File: config.mk
export PLATFORM = sky130hd
export DESIGN_NAME = id_stage_p
export DESIGN_NICKNAME = d
export VERILOG_FILES = /design/src/rtl/isa_pkg.sv /design/src/rtl/id_regfile.sv /design/src/rtl/id_stage_p.sv
export SDC_FILE = /design/constraint.sdc
export NUM_CORES = 1
export LEC_CHECK = 0
export ABC_AREA = 1
export CORE_MARGIN = 2
export CORE_UTILIZATION = 40
export CTS_BUF_LIST = sky130_fd_sc_hd__clkbuf_4
export CTS_CLUSTER_SIZE = 10
export DETAILED_ROUTE_END_ITERATION = 8
export PLACE_DENSITY_LB_ADDON = 0.25
export SLEW_MARGIN = 20
export SYNTH_ARGS = -nofsm -noshare
export SYNTH_HDL_FRONTEND = slang
export SYNTH_HIERARCHICAL = 1
export SYNTH_SLANG_ARGS = --single-unit
File: constraint.sdc
create_clock -name clk -period 5.3 [get_ports clk]
set_input_delay 0.53 -clock clk [delete_from_list [all_inputs] [get_ports clk]]
set_output_delay 0.53 -clock clk [all_outputs]
set_load 0.005 [all_outputs]
File: src/rtl/isa_pkg.sv
// ISA constants, ALU codes, instruction field layout and the decoded control word
// shared by the decode stage and its register file.
package isa_pkg;

    localparam int OPC_W  = 5;
    // rd starts this many bits below the instruction MSB; rs1/rs2 follow contiguously
    localparam int RD_OFS = OPC_W;

    localparam logic [OPC_W-1:0] OP_NOP = 5'b00000;
    localparam logic [OPC_W-1:0] OP_ADD = 5'b00001;
    localparam logic [OPC_W-1:0] OP_SUB = 5'b00010;
    localparam logic [OPC_W-1:0] OP_AND = 5'b00011;
    localparam logic [OPC_W-1:0] OP_OR  = 5'b00100;
    localparam logic [OPC_W-1:0] OP_NOT = 5'b00101;
    localparam logic [OPC_W-1:0] OP_LDM = 5'b01000;
    localparam logic [OPC_W-1:0] OP_LDD = 5'b01001;
    localparam logic [OPC_W-1:0] OP_STD = 5'b01010;

    localparam logic [2:0] ALU_ADD   = 3'd0;
    localparam logic [2:0] ALU_SUB   = 3'd1;
    localparam logic [2:0] ALU_AND   = 3'd2;
    localparam logic [2:0] ALU_OR    = 3'd3;
    localparam logic [2:0] ALU_NOT   = 3'd4;
    localparam logic [2:0] ALU_PASSB = 3'd5;

    typedef enum logic {S_OP, S_IMM} state_t;

    typedef struct packed {
        logic [2:0] alu_op;
        logic       alu_src_imm;
        logic       mem_read;
        logic       mem_write;
        logic       reg_write;
        logic       mem_to_reg;
        logic       illegal;
        logic       two_word;
        logic       use_rs1;
        logic       use_rs2;
    } ctrl_t;

    function automatic ctrl_t decode_op(input logic [OPC_W-1:0] op);
        ctrl_t c;
        c = '0;
        case (op)
            OP_NOP: c = '0;
            OP_ADD: begin c.alu_op = ALU_ADD; c.reg_write = 1'b1; c.use_rs1 = 1'b1; c.use_rs2 = 1'b1; end
            OP_SUB: begin c.alu_op = ALU_SUB; c.reg_write = 1'b1; c.use_rs1 = 1'b1; c.use_rs2 = 1'b1; end
            OP_AND: begin c.alu_op = ALU_AND; c.reg_write = 1'b1; c.use_rs1 = 1'b1; c.use_rs2 = 1'b1; end
            OP_OR:  begin c.alu_op = ALU_OR;  c.reg_write = 1'b1; c.use_rs1 = 1'b1; c.use_rs2 = 1'b1; end
            OP_NOT: begin c.alu_op = ALU_NOT; c.reg_write = 1'b1; c.use_rs1 = 1'b1; end
            OP_LDM: begin
                c.alu_op = ALU_PASSB; c.alu_src_imm = 1'b1; c.reg_write = 1'b1; c.two_word = 1'b1;
            end
            OP_LDD: begin
                c.alu_op = ALU_ADD; c.alu_src_imm = 1'b1; c.mem_read = 1'b1; c.reg_write = 1'b1;
                c.mem_to_reg = 1'b1; c.two_word = 1'b1; c.use_rs1 = 1'b1;
            end
            OP_STD: begin
                c.alu_op = ALU_ADD; c.alu_src_imm = 1'b1; c.mem_write = 1'b1; c.two_word = 1'b1;
                c.use_rs1 = 1'b1; c.use_rs2 = 1'b1;
            end
            default: c.illegal = 1'b1;
        endcase
        return c;
    endfunction

endpackage

File: src/rtl/id_regfile.sv
// Register file with two combinational read ports and same-cycle write-back bypass.
// Optional macro ZERO_REG_EN makes R0 a constant zero that ignores writes.
module id_regfile #(
    parameter int DATA_W = 16,
    parameter int N_REGS = 8,
    localparam int AW = $clog2(N_REGS)
) (
    input  logic              clk,
    input  logic              rst,
    input  logic              we,
    input  logic [AW-1:0]     waddr,
    input  logic [DATA_W-1:0] wdata,
    input  logic [AW-1:0]     raddr1,
    input  logic [AW-1:0]     raddr2,
    output logic [DATA_W-1:0] rdata1,
    output logic [DATA_W-1:0] rdata2
);

    logic [DATA_W-1:0] regs [N_REGS];
    logic              wr_en;

`ifdef ZERO_REG_EN
    assign wr_en = we && (waddr != '0);
`else
    assign wr_en = we;
`endif

    always_ff @(posedge clk or negedge rst) begin
        if (!rst) begin
            for (int i = 0; i < N_REGS; i++) regs[i] <= '0;
        end else if (wr_en) begin
            regs[waddr] <= wdata;
        end
    end

    always_comb begin
        rdata1 = (wr_en && waddr == raddr1) ? wdata : regs[raddr1];
        rdata2 = (wr_en && waddr == raddr2) ? wdata : regs[raddr2];
`ifdef ZERO_REG_EN
        if (raddr1 == '0) rdata1 = '0;
        if (raddr2 == '0) rdata2 = '0;
`endif
    end

endmodule

File: src/rtl/id_stage_p.sv
// Instruction-decode stage: one/two-word decode, register read with bypass, load-use
// stall and a registered ID/EX bundle. Optional macro ZERO_REG_EN hard-wires R0 to zero.
module id_stage_p
    import isa_pkg::*;
#(
    parameter int DATA_W = 16,
    parameter int N_REGS = 8,
    parameter int INST_W = 16,
    parameter int PC_W   = 16,
    localparam int REG_AW = $clog2(N_REGS)
) (
    input  logic              clk,
    input  logic              rst,
    input  logic              if_valid,
    input  logic [INST_W-1:0] if_inst,
    input  logic [PC_W-1:0]   if_pc,
    output logic              id_ready,
    input  logic              flush,
    input  logic              ex_ready,
    input  logic              wb_we,
    input  logic [REG_AW-1:0] wb_addr,
    input  logic [DATA_W-1:0] wb_data,
    output logic              ex_valid,
    output logic [2:0]        ex_alu_op,
    output logic              ex_alu_src_imm,
    output logic              ex_mem_read,
    output logic              ex_mem_write,
    output logic              ex_reg_write,
    output logic              ex_mem_to_reg,
    output logic              ex_illegal,
    output logic [REG_AW-1:0] ex_rd,
    output logic [REG_AW-1:0] ex_rs1,
    output logic [REG_AW-1:0] ex_rs2,
    output logic [DATA_W-1:0] ex_rdata1,
    output logic [DATA_W-1:0] ex_rdata2,
    output logic [DATA_W-1:0] ex_imm,
    output logic [PC_W-1:0]   ex_pc
);

    localparam int RD_MSB  = INST_W - 1 - RD_OFS;
    localparam int RS1_MSB = RD_MSB - REG_AW;
    localparam int RS2_MSB = RS1_MSB - REG_AW;

    function automatic logic [DATA_W-1:0] sext_imm(input logic [INST_W-1:0] w);
        logic signed [INST_W-1:0] s;
        s = w;
        return DATA_W'(s);
    endfunction

    state_t            state, state_nxt;
    ctrl_t             in_ctrl, lat_ctrl, pend_ctrl;
    logic [REG_AW-1:0] in_rd, in_rs1, in_rs2;
    logic [REG_AW-1:0] lat_rd, lat_rs1, lat_rs2;
    logic [REG_AW-1:0] pend_rd, pend_rs1, pend_rs2;
    logic [PC_W-1:0]   lat_pc, pend_pc;
    logic [DATA_W-1:0] rd_data1, rd_data2;
    logic              issuing, hazard, advance, accept, issue, ex_rd_live;

    assign in_ctrl = decode_op(if_inst[INST_W-1 -: OPC_W]);
    assign in_rd   = if_inst[RD_MSB  -: REG_AW];
    assign in_rs1  = if_inst[RS1_MSB -: REG_AW];
    assign in_rs2  = if_inst[RS2_MSB -: REG_AW];

    // In S_IMM the instruction being issued is the latched first word, not the fetch word
    always_comb begin
        pend_ctrl = in_ctrl;
        pend_rd   = in_rd;
        pend_rs1  = in_rs1;
        pend_rs2  = in_rs2;
        pend_pc   = if_pc;
        if (state == S_IMM) begin
            pend_ctrl = lat_ctrl;
            pend_rd   = lat_rd;
            pend_rs1  = lat_rs1;
            pend_rs2  = lat_rs2;
            pend_pc   = lat_pc;
        end
    end

`ifdef ZERO_REG_EN
    assign ex_rd_live = (ex_rd != '0);
`else
    assign ex_rd_live = 1'b1;
`endif

    assign issuing  = (state == S_IMM) || !pend_ctrl.two_word;
    assign hazard   = issuing && ex_valid && ex_mem_read && ex_rd_live &&
                      ((pend_ctrl.use_rs1 && pend_rs1 == ex_rd) ||
                       (pend_ctrl.use_rs2 && pend_rs2 == ex_rd));
    assign advance  = !ex_valid || ex_ready;
    assign id_ready = rst && advance && !hazard;
    assign accept   = if_valid && id_ready && !flush;
    assign issue    = accept && issuing;

    id_regfile #(.DATA_W(DATA_W), .N_REGS(N_REGS)) u_regfile (
        .clk    (clk),
        .rst    (rst),
        .we     (wb_we),
        .waddr  (wb_addr),
        .wdata  (wb_data),
        .raddr1 (pend_rs1),
        .raddr2 (pend_rs2),
        .rdata1 (rd_data1),
        .rdata2 (rd_data2)
    );

    always_comb begin
        state_nxt = state;
        if (flush) begin
            state_nxt = S_OP;
        end else if (accept) begin
            case (state)
                S_OP:  if (in_ctrl.two_word) state_nxt = S_IMM;
                S_IMM: state_nxt = S_OP;
            endcase
        end
    end

    always_ff @(posedge clk or negedge rst) begin
        if (!rst) begin
            state    <= S_OP;
            lat_ctrl <= '0;
            lat_rd   <= '0;
            lat_rs1  <= '0;
            lat_rs2  <= '0;
            lat_pc   <= '0;
        end else begin
            state <= state_nxt;
            if (accept && state == S_OP && in_ctrl.two_word) begin
                lat_ctrl <= in_ctrl;
                lat_rd   <= in_rd;
                lat_rs1  <= in_rs1;
                lat_rs2  <= in_rs2;
                lat_pc   <= if_pc;
            end
        end
    end

    // ID/EX boundary: flush kills, a stalled execute holds, otherwise load on issue
    always_ff @(posedge clk or negedge rst) begin
        if (!rst) begin
            ex_valid       <= 1'b0;
            ex_alu_op      <= '0;
            ex_alu_src_imm <= 1'b0;
            ex_mem_read    <= 1'b0;
            ex_mem_write   <= 1'b0;
            ex_reg_write   <= 1'b0;
            ex_mem_to_reg  <= 1'b0;
            ex_illegal     <= 1'b0;
            ex_rd          <= '0;
            ex_rs1         <= '0;
            ex_rs2         <= '0;
            ex_rdata1      <= '0;
            ex_rdata2      <= '0;
            ex_imm         <= '0;
            ex_pc          <= '0;
        end else if (flush) begin
            ex_valid <= 1'b0;
        end else if (advance) begin
            ex_valid <= issue;
            if (issue) begin
                ex_alu_op      <= pend_ctrl.alu_op;
                ex_alu_src_imm <= pend_ctrl.alu_src_imm;
                ex_mem_read    <= pend_ctrl.mem_read;
                ex_mem_write   <= pend_ctrl.mem_write;
                ex_reg_write   <= pend_ctrl.reg_write;
                ex_mem_to_reg  <= pend_ctrl.mem_to_reg;
                ex_illegal     <= pend_ctrl.illegal;
                ex_rd          <= pend_rd;
                ex_rs1         <= pend_rs1;
                ex_rs2         <= pend_rs2;
                ex_rdata1      <= rd_data1;
                ex_rdata2      <= rd_data2;
                ex_imm         <= (state == S_IMM) ? sext_imm(if_inst) : '0;
                ex_pc          <= pend_pc;
            end
        end
    end

endmodule

# [Word-level counts from Yosys, hierarchy flattened]
# Cells that the tools add are included.
[word_totals] register_bits=247 input_bits=57
[op_classes] n_lt_le_gt_ge=4 eq_ne=12 muxes=31 bitwise_logic=5 n_reduce_logical=31
[op_table] op="$mux 16" n=9
[op_table] op="$bwmux 128" n=1
[op_table] op="$bmux 16 s3" n=2
[op_table] op="$demux 16 s3" n=1
[op_table] op="$eq 5x4->1 const B" n=3
[op_table] op="$logic_and 1x1->1" n=15
[op_table] op="$pmux 3 s5" n=1
[op_table] op="$reduce_or 7->1" n=2
[op_table] op="$eq 3x3->1" n=4
[op_table] op="$ge 4x4->1 const B" n=3
[op_table] op="$mux 1" n=12
[op_table] op="$mux 12" n=1
[op_table] op="$not 3->4" n=3
[op_table] op="$eq 5x2->1 const B" n=2
[op_table] op="$eq 5x3->1 const B" n=2
[op_table] op="$mux 3" n=3
[op_table] op="$reduce_or 9->1" n=1
[op_table] op="$eq 5x1->1 const B" n=1
[op_table] op="$logic_not 5->1" n=1
[op_table] op="$reduce_or 5->1" n=1
[op_table] op="$logic_not 1->1" n=4
[op_table] op="$lt 4x1->1 const B" n=1
[op_table] op="$reduce_bool 2->1" n=2
[op_table] op="$logic_or 1x1->1" n=3
[op_table] op="4 further kinds" n=5

# [Logic depth before layout (Yosys ltp)]
# Gate-level depths: netlist of run 1.
[depth] ltp_word=16 ltp_mapped=16 ltp_nobuf=15

# [Cells and area by module]
# Netlist of run 1, hierarchy kept.
[modules_own_cells] mod="id_regfile" instances=1 cells_per_inst=1196 area_per_inst_um2=7837.5
[modules_own_cells] mod="id_stage_p" instances=1 cells_per_inst=801 area_per_inst_um2=6167.2

# [Worst setup path after synthesis of run 1]
# OpenSTA, ideal clock, no wires.
[synth_timing] path_type="input to register" startpoint="input port if_inst[15]" endpoint="register ex_imm[10]" setup_time_ps=121 t_arrival_ps=1795 slack_ps=3384 path_stages=11 path_buffers=1 path_cell_list="nor2_2 nand2_2 a21oi_2 nor2_1 nand2_1 inv_2 nand2_2 nand4_2 clkbuf_1 o21bai_1 nand2_1"
[synth_between] elab_chain_cells=15
[synth_lines] element="from (decl)" line="id_stage_p.sv:15" rtl="input logic [INST_W-1:0] if_inst,"
[synth_lines] element="$eq 5x4->1" line="isa_pkg.sv:44" rtl="case (op)"
[synth_lines] element="$reduce_or 3->1 (no line)"
[synth_lines] element="$mux 1" line="isa_pkg.sv:44"
[synth_lines] element="$mux 12 (*)" line="id_stage_p.sv:71" rtl="if (state == S_IMM) begin"
[synth_lines] element="$logic_not 1->1" line="id_stage_p.sv:86" rtl="assign issuing = (state == S_IMM) || !pend_ctrl.two_word;"
[synth_lines] element="$logic_or 1x1->1" line="id_stage_p.sv:86"
[synth_lines] element="$logic_and 1x1->1 (3 in series)" line="id_stage_p.sv:87" rtl="assign hazard = issuing && ex_valid && ex_mem_read && ex_rd_live &&"
[synth_lines] element="$logic_not 1->1" line="id_stage_p.sv:91" rtl="assign id_ready = rst && advance && !hazard;"
[synth_lines] element="$logic_and 1x1->1" line="id_stage_p.sv:91"
[synth_lines] element="$logic_and 1x1->1 (2 in series)" line="id_stage_p.sv:92" rtl="assign accept = if_valid && id_ready && !flush;"
[synth_lines] element="$logic_and 1x1->1 (*)" line="id_stage_p.sv:93" rtl="assign issue = accept && issuing;"
[synth_lines] element="$reduce_and 3->1 (no line) (*)"
[synth_lines] element="to (signal assigned)" line="id_stage_p.sv:174" rtl="ex_imm <= (state == S_IMM) ? sext_imm(if_inst) : '0;"
[synth_lines] element="to (decl)" line="id_stage_p.sv:36" rtl="output logic [DATA_W-1:0] ex_imm,"
# Every way passes the cells marked *; elsewhere a longest branch is shown, timed or not.
# A chain may end at the register's enable or synchronous reset.

# [Worst setup path after layout of run 1]
[layout_timing] startpoint="register state" endpoint="register ex_rdata2[0]"
[layout_rtl] element="from (decl)" line="id_stage_p.sv:50" rtl="state_t state, state_nxt;"
[layout_rtl] element="from (signal assigned)" line="id_stage_p.sv:128" rtl="state <= state_nxt;"
[layout_rtl] element="$mux 3 (*)" line="id_stage_p.sv:71"
[layout_rtl] element="net pend_rs2[0]" line="id_stage_p.sv:54" rtl="logic [REG_AW-1:0] pend_rd, pend_rs1, pend_rs2;"
[layout_rtl] element="$not 3->4 (implied by the code)" line="id_regfile.sv:38" rtl="rdata2 = (wr_en && waddr == raddr2) ? wdata : regs[raddr2];"
[layout_rtl] element="$bmux 16 s3" line="id_regfile.sv:38"
[layout_rtl] element="$mux 16 (implied by the code) (2 in series)" line="id_regfile.sv:38"
[layout_rtl] element="$mux 16 (*)" line="id_regfile.sv:38"
[layout_rtl] element="net rd_data2[0]" line="id_stage_p.sv:56" rtl="logic [DATA_W-1:0] rd_data1, rd_data2;"
[layout_rtl] element="to (signal assigned)" line="id_stage_p.sv:173" rtl="ex_rdata2 <= rd_data2;"
[layout_rtl] element="to (decl)" line="id_stage_p.sv:35" rtl="output logic [DATA_W-1:0] ex_rdata2,"
# The timed path passes the listed nets; every way through them passes the cells marked *. The select of a mux whose other input is x is not followed.

==> metrics.json, run 1 <==
{
  "clock_tree": {
    "hold_buffers": 1,
    "ctsRootBufferMaster": "sky130_fd_sc_hd__clkbuf_4",
    "cts.htree.levels": 3,
    "post-cts-setup-buffers": 0,
    "clkTransAtPathRegs_ns": 0.06,
    "cts_inserted_buffers": 71,
    "cts_buffer_depth": 3,
    "insertion_delay_ns": 0.72,
    "number_of_resized_instances_in_the_post_cts_repair_step": 0,
    "tritoncts": "built",
    "cts.sinks": 246
  },
  "detailed_routing": {
    "wirelength_um": 45000,
    "via_count": 13618,
    "antenna_violating_nets_post_route": 0,
    "route.detailed.drc": 0,
    "post_drt_via_cell_ratio": 5.23,
    "drt_first_pass_iters": 6,
    "drt_first_iter_violations": 1393,
    "drt-wirelength-per-cell_um": 17.3
  },
  "layout": {
    "final_cell_mix": "732 x sky130_fd_sc_hd__nand2_1, 341 x sky130_fd_sc_hd__nand3_1, 253 x sky130_fd_sc_hd__inv_1",
    "syn_to_final_growth_pct": 17.5,
    "num-nets-final": 2166,
    "most_common_library_cell_in_the_layout_ignoring_fill_and_taps": "sky130_fd_sc_hd__nand2_1",
    "final_cells": 2606,
    "layout-drive-gt1-share_pct": 8.42
  },
  "setup_path": {
    "crit_top_cell": "sky130_fd_sc_hd__nand2_1",
    "worstSetupEndpointType": "flop",
    "cp_slowest_stage_delay_ns": 0.64,
    "timing.critical_path.from_type": "flop",
    "slowest_stage": "sky130_fd_sc_hd__buf_4",
    "critical_path_peak_fanout": 67,
    "timing.critical_path.required_ns": 5.89,
    "crit_chain": "inv_1 > buf_4 > nand2_1 > nand2_2 > buf_4 > clkinv_1 > buf_4 > nand2_1 > nand2_2 > nand2_4 > inv_6 > nand2_1 > nand2_1 > nand3_1 > nand2_1",
    "timing_worst_setup_path_type": "flop to flop",
    "rrSetupSlack_ns": 1.58,
    "worst-endpoint-arrival_ns": 4.30
  },
  "timing": {
    "period_share_pct": 70.2,
    "maxSlewHeadroom_pct": 34.8,
    "finalSetupViolations": 0,
    "fin_skew_ns": 0.0281,
    "post-route-min-period_ns": 3.72,
    "max_slew.worst_pin.slew_ns": 0.978,
    "worst_hold_slack_ns": 0.315,
    "report.final.slew_viol_count": 0,
    "fmaxAchievable_ghz": 0.269,
    "setup-tns-final_ns": 0,
    "final_critical_path_setup_slack_ns": 1.58,
    "finalHoldViolations": 0,
    "setup_repair_after_global_routing_missed_its_margin": "false"
  },
  "logic_synthesis": {
    "syn-mean-instance-area_sq_um": 7.01,
    "distinct_cells_synth": 37,
    "synth_largest_area_cell": "sky130_fd_sc_hd__dfrtp_1",
    "yosys_register_bits": 246,
    "post_synth_instance_area_sq_um": 14000,
    "sequential_fraction_of_the_synthesis_area_pct": 44.0,
    "synthesized_instance_count": 1997,
    "synth_net_count": 2054,
    "yosysWarnings": 6,
    "yosys-top-cells-area": "sky130_fd_sc_hd__dfrtp_1 44%, sky130_fd_sc_hd__nand2_1 20%, sky130_fd_sc_hd__nand3_1 12%",
    "yosysTopAreaCellShare_pct": 44.0
  },
  "pwr": {
    "vdd_ir_drop_max_uv": 130,
    "cell_internal_pwr_mw": 3.79,
    "proportion_of_power_drawn_by_the_clock_network_pct": 31.1,
    "p_leak_nw": 8.66,
    "cell_pwr_density_nw_per_um2": 344,
    "power.share.sequential_pct": 43.3,
    "sw_frac_of_total_pct": 32.9,
    "share_comb_of_total_power_pct": 25.6,
    "power.net_switching_mw": 1.86
  },
  "placed_design": {
    "dpl.cell_count": 2489,
    "gp_congestion": 0.860,
    "port_buffers": 140,
    "pre_cts_ws_ns": 1.53,
    "dpl.hpwl_um": 27400
  },
  "outcome": {
    "status": "finished clean"
  },
  "global_route": {
    "grt.busiest_layer": "met2",
    "globalRouteMet2Util_pct": 38.5,
    "grt_overflow": 0,
    "met3_usage_pct": 4.98,
    "grtUsageTotal_pct": 25.2,
    "grt_pass1_wl_um": 72400,
    "antenna_found_initial": 2,
    "first_global_vias": 13288,
    "met1_usage_pct": 35.5,
    "grt_max_degree": 84
  },
  "floorplanning": {
    "die_width_um": 191,
    "design.core.area_sq_um": 34500,
    "num_rows": 68,
    "start_util_pct": 40.5,
    "die-height_um": 191,
    "die-area_sq_um": 36500,
    "design.portCount": 141
  },
  "job": {
    "drv.max_cap_violation_count": 0
  },
  "worst_hold_path": {
    "worstHoldPathType": "input pin to async pin"
  }
}
-- cell families after synthesis --
family          count (synthesis)  share of synthesized area (%)
simple gates                 1126                           34.3
compound gates                228                           9.73
buf+inv                       397                           12.0
flops                         246                           44.0
-- path summary, 6_finish.rpt --
path | start | to | cells after the start
max in group asynchronous | rst | u_regfile/regs[7]$_DFFE_PN0P_ | 4
worst max-delay path | state$_DFFE_PN0P_ | ex_rdata2[0]$_DFFE_PN0P_ | 15
min in group clk | if_pc[4] | lat_pc[4]$_DFFE_PN0P_ | 3
worst max register to register | state$_DFFE_PN0P_ | ex_rdata2[0]$_DFFE_PN0P_ | 15
worst min register to register | lat_pc[4]$_DFFE_PN0P_ | lat_pc[4]$_DFFE_PN0P_ | 2
worst min-delay path | rst | u_regfile/regs[82]$_DFFE_PN0P_ | 2
-- final cells by class --
class / count / area, sq um
Inverter: 269 / 1020
Multi-Input combinational cell: 1354 / 6220
Sequential cell: 246 / 6160
Tap cell: 455 / 569
Clock inverter: 16 / 120
Antenna cell: 2 / 5.00
Fill cell: 3537 / 18100
Clock buffer: 97 / 728
Timing Repair Buffer: 167 / 1640
-- power by group through the flow --
stage	Sequential [mW]	Combinational, mW	Clock, mW
2_1_floorplan	2.43	0.856	0
3_3_place_gp	2.47	1.40	0
3_5_place_dp	2.48	1.43	0
4_1_cts	2.45	1.44	1.81
5_1_grt	2.49	1.64	1.92
6_report	2.45	1.45	1.76
-- sequential cells by signal, summed over array words and instances, names as in the netlist --
| name | cells |
|---|---|
| ex_alu_op | 3 |
| ex_alu_src_imm | 1 |
| ex_illegal | 1 |
| ex_imm | 16 |
| ex_mem_read | 1 |
| ex_mem_write | 1 |
| ex_pc | 16 |
| ex_rd | 3 |
| ex_rdata1 | 16 |
| ex_rdata2 | 16 |
| ex_reg_write | 1 |
| ex_rs1 | 3 |
| ex_rs2 | 3 |
| ex_valid | 1 |
| lat_ctrl | 10 |
| lat_pc | 16 |
| lat_rd | 3 |
| lat_rs1 | 3 |
| lat_rs2 | 3 |
| state | 1 |
| u_regfile/regs | 128 |
-- routing by layer --
layer,share of wire (%),vias to the layer above
met2,45,644
li1,-,6513
met1,44,6383
met4,2.0,0
met5,0,-
met3,8.8,78
-- critical path: cells and delay by family, from the launching register on --
family | cells | cell delay (ns)
buffers and inverters | 6 | 1.76
flip-flops | 1 | 0.57
AND/OR/NAND/NOR | 9 | 1.19
-- metrics by stage --
stage / utilization [%] / area (sq um) / total power [mW]
finish: 47.7 / 16500 / 5.66
global route: 47.7 / 16500 / 6.06
CTS: 47.6 / 16400 / 5.70
detailed placement: 45.1 / 15600 / 3.91
global placement: 45.1 / 15600 / 3.88
floorplan: - / 14000 / 3.29
-- synthesized netlist by cell type --
cell / number
sky130_fd_sc_hd__clkbuf_1: 39
sky130_fd_sc_hd__o21ai_1: 16
sky130_fd_sc_hd__nand2_1: 737
sky130_fd_sc_hd__nor2_1: 16
sky130_fd_sc_hd__a21boi_0: 2
sky130_fd_sc_hd__nor2_8: 1
sky130_fd_sc_hd__o21bai_1: 81
sky130_fd_sc_hd__buf_6: 4
sky130_fd_sc_hd__nor2_2: 4
sky130_fd_sc_hd__o22ai_1: 1
sky130_fd_sc_hd__buf_2: 54
sky130_fd_sc_hd__nor3_1: 1
sky130_fd_sc_hd__or2_0: 1
sky130_fd_sc_hd__buf_1: 16
sky130_fd_sc_hd__nand3_2: 1
sky130_fd_sc_hd__o211ai_1: 3
sky130_fd_sc_hd__buf_12: 1
sky130_fd_sc_hd__nand4_1: 2
sky130_fd_sc_hd__o21ai_0: 121
sky130_fd_sc_hd__nand2_2: 11
sky130_fd_sc_hd__nor2_4: 4
sky130_fd_sc_hd__dfrtp_1: 246
sky130_fd_sc_hd__nor3_4: 1
sky130_fd_sc_hd__inv_4: 2
sky130_fd_sc_hd__nand4_2: 1
sky130_fd_sc_hd__nand2_4: 2
sky130_fd_sc_hd__a21oi_2: 1
sky130_fd_sc_hd__nand3_1: 342
sky130_fd_sc_hd__buf_4: 13
sky130_fd_sc_hd__a21oi_1: 2
sky130_fd_sc_hd__nand3b_1: 1
sky130_fd_sc_hd__a31oi_1: 1
sky130_fd_sc_hd__inv_1: 255
sky130_fd_sc_hd__buf_8: 1
sky130_fd_sc_hd__inv_6: 2
sky130_fd_sc_hd__inv_2: 10
sky130_fd_sc_hd__nand3_4: 1
Note: power is estimated with default switching activity, not from simulation.
==> run 2: changes to the inputs <==
- clock period: 5.3 -> 3.5 ns (I/O delays scaled with it)
==> run 2 against run 1 <==
Against the previous run:
- worst hold slack got worse by 0.067 ns
- power rose by 53%
- global-route usage is 0.30 points lower
- largest power group unchanged
- via count about the same
- clock power is 55% higher
- critical path type is now flop to output port
==> metrics.json, run 2 (same netlist as run 1, synthesis figures left out) <==
{
  "timing": {
    "maxSlewHeadroom_pct": 39.8,
    "fmaxAchievable_ghz": 0.295,
    "period_share_pct": 96.9,
    "post-route-min-period_ns": 3.39,
    "fin_skew_ns": 0.0367,
    "finalHoldViolations": 0,
    "max_slew.worst_pin.slew_ns": 0.903,
    "report.final.slew_viol_count": 0,
    "worst_hold_slack_ns": 0.248,
    "finalSetupViolations": 0,
    "setup-tns-final_ns": 0,
    "setup_repair_after_global_routing_missed_its_margin": "false"
  },
  "global_route": {
    "grt_pass1_wl_um": 71500,
    "antenna_found_initial": 2,
    "grt_overflow": 0,
    "first_global_vias": 13170,
    "grt_max_degree": 135,
    "grtUsageTotal_pct": 24.9
  },
  "pwr": {
    "cell_pwr_density_nw_per_um2": 518,
    "vdd_ir_drop_max_uv": 330,
    "power.share.sequential_pct": 42.8,
    "sw_frac_of_total_pct": 32.6,
    "proportion_of_power_drawn_by_the_clock_network_pct": 31.5,
    "p_leak_nw": 8.81,
    "power.net_switching_mw": 2.82,
    "share_comb_of_total_power_pct": 25.7,
    "cell_internal_pwr_mw": 5.83
  },
  "clock_tree": {
    "cts_buffer_depth": 3,
    "insertion_delay_ns": 0.70,
    "clkTransAtPathRegs_ns": 0.07,
    "cts.sinks": 246,
    "tritoncts": "built",
    "cts.htree.levels": 3,
    "cts_inserted_buffers": 72,
    "ctsRootBufferMaster": "sky130_fd_sc_hd__clkbuf_4"
  },
  "setup_path": {
    "regToRegStartpoint": "state$_DFFE_PN0P_",
    "worstSetupEndpointType": "output port",
    "worst-endpoint-arrival_ns": 3.04,
    "timing.critical_path.from_type": "flop",
    "timing.critical_path.required_ns": 3.15,
    "worst-r2r-cell-count": 15,
    "r2r_end": "lat_ctrl[10]$_DFFE_PN0P_",
    "timing_worst_setup_path_type": "flop to output port",
    "critical_path_peak_fanout": 14,
    "rrSetupSlack_ns": 0.75
  },
  "floorplanning": {
    "die_width_um": 191,
    "die-area_sq_um": 36500,
    "num_rows": 68,
    "design.core.area_sq_um": 34500,
    "design.portCount": 141,
    "die-height_um": 191,
    "start_util_pct": 40.5
  },
  "layout": {
    "fillers": 3503,
    "max_flop_register": "u_regfile/regs",
    "final_cell_mix": "734 x sky130_fd_sc_hd__nand2_1, 342 x sky130_fd_sc_hd__nand3_1, 252 x sky130_fd_sc_hd__inv_1",
    "multiInputGateArea_sq_um": 6210,
    "layout-drive-gt1-share_pct": 9.50,
    "most_common_library_cell_in_the_layout_ignoring_fill_and_taps": "sky130_fd_sc_hd__nand2_1",
    "sequential_cell_area_sq_um": 6160,
    "largest_reg_flops": 128,
    "syn_to_final_growth_pct": 19.2,
    "num-nets-final": 2186
  },
  "worst_hold_path": {
    "hp-start": "if_pc[2]",
    "whs_endpoint": "lat_pc[2]$_DFFE_PN0P_",
    "hold-path-cell-count": 3,
    "worstHoldPathType": "input pin to flop"
  },
  "detailed_routing": {
    "antenna_violating_nets_post_route": 0,
    "drt-wirelength-per-cell_um": 16.8,
    "wirelength_um": 44400,
    "drt_first_pass_iters": 6,
    "drt_first_iter_violations": 1300,
    "route.detailed.drc": 0,
    "post_drt_via_cell_ratio": 5.17,
    "via_count": 13627
  },
  "outcome": {
    "status": "finished clean"
  },
  "placed_design": {
    "dpl.hpwl_um": 28300,
    "gp_congestion": 0.876,
    "port_buffers": 140
  },
  "job": {
    "drv.max_cap_violation_count": 0
  }
}
run 2: changes by cell type in the layout (fill, tap and decap cells not counted), sizes merged:
cell | before | now
buf | 27 | 46
clkbuf | 97 | 108
clkinv | 12 | 15
bufinv | 2 | 1
clkinvlp | 2 | 1
run 2: per-stage QoR:
step	total power, mW	cells	cell area, sq um	worst slack (ns)	util (%)
final	8.65	2637	16700	0.110	48.3
after detailed placement	5.94	2506	15700	0.469	45.6
after CTS	8.73	2632	16700	0.0328	48.2
after global placement	5.89	2506	15700	0.516	45.6
after floorplan	4.98	1997	14000	1.68	-
after global routing	9.27	2637	16700	0.0152	48.3
run 2: worst max path at each step:
stage | from | end | slack (ns) | cells after the start
global placement | if_inst[7] | id_ready | 0.52 | 10
detailed placement | if_inst[7] | ex_imm[2]$_DFFE_PN0P_ | 0.47 | 13
CTS | state$_DFFE_PN0P_ | id_ready | 0.03 | 10
floorplan | state$_DFFE_PN0P_ | state$_DFFE_PN0P_ | 1.68 | 13
global route | state$_DFFE_PN0P_ | id_ready | 0.02 | 11
finish | state$_DFFE_PN0P_ | id_ready | 0.11 | 8
run 2: routing by layer:
metal,track usage (%),share of wire (%)
met1,34.7,44
met2,37.8,44
met3,4.83,8.3
met4,10.3,3.2
met5,0,0
run 2: cell type report:
| type | count | area share, % |
|---|---|---|
| Antenna cell | 2 | 0.0300 |
| Clock buffer | 108 | 4.86 |
| Clock inverter | 17 | 0.539 |
| Inverter | 269 | 6.16 |
| Multi-Input combinational cell | 1354 | 37.2 |
| Sequential cell | 246 | 36.9 |
| Tap cell | 455 | 3.41 |
| Timing Repair Buffer | 186 | 10.9 |
run 2: power groups by stage:
| stage | registers [mW] | logic, mW | clock network, mW |
|---|---|---|---|
| after floorplan | 3.69 | 1.30 | 0 |
| after global placement | 3.73 | 2.16 | 0 |
| after detailed placement | 3.74 | 2.20 | 0 |
| after CTS | 3.70 | 2.21 | 2.82 |
| after global routing | 3.76 | 2.52 | 2.99 |
| final | 3.70 | 2.22 | 2.73 |
run 2: timing repair:
item	4_1_cts	5_1_grt
endpoints found under the setup margin	0	1
setup buffers	0	3
resized for setup	0	5
endpoints found under the hold margin	48	0
hold buffers	1	0
run 2: worst max-delay path, stage by stage, from the launching register on:
cell                              delay [ns]
sky130_fd_sc_hd__dfrtp_4                0.58
sky130_fd_sc_hd__o21ai_2                0.55
sky130_fd_sc_hd__nand2_1                0.10
sky130_fd_sc_hd__nand2_1                0.09
sky130_fd_sc_hd__nor2_1                 0.05
sky130_fd_sc_hd__nand2_1                0.05
sky130_fd_sc_hd__nand2_1                0.08
sky130_fd_sc_hd__a21boi_0               0.27
sky130_fd_sc_hd__clkdlybuf4s50_1        0.56
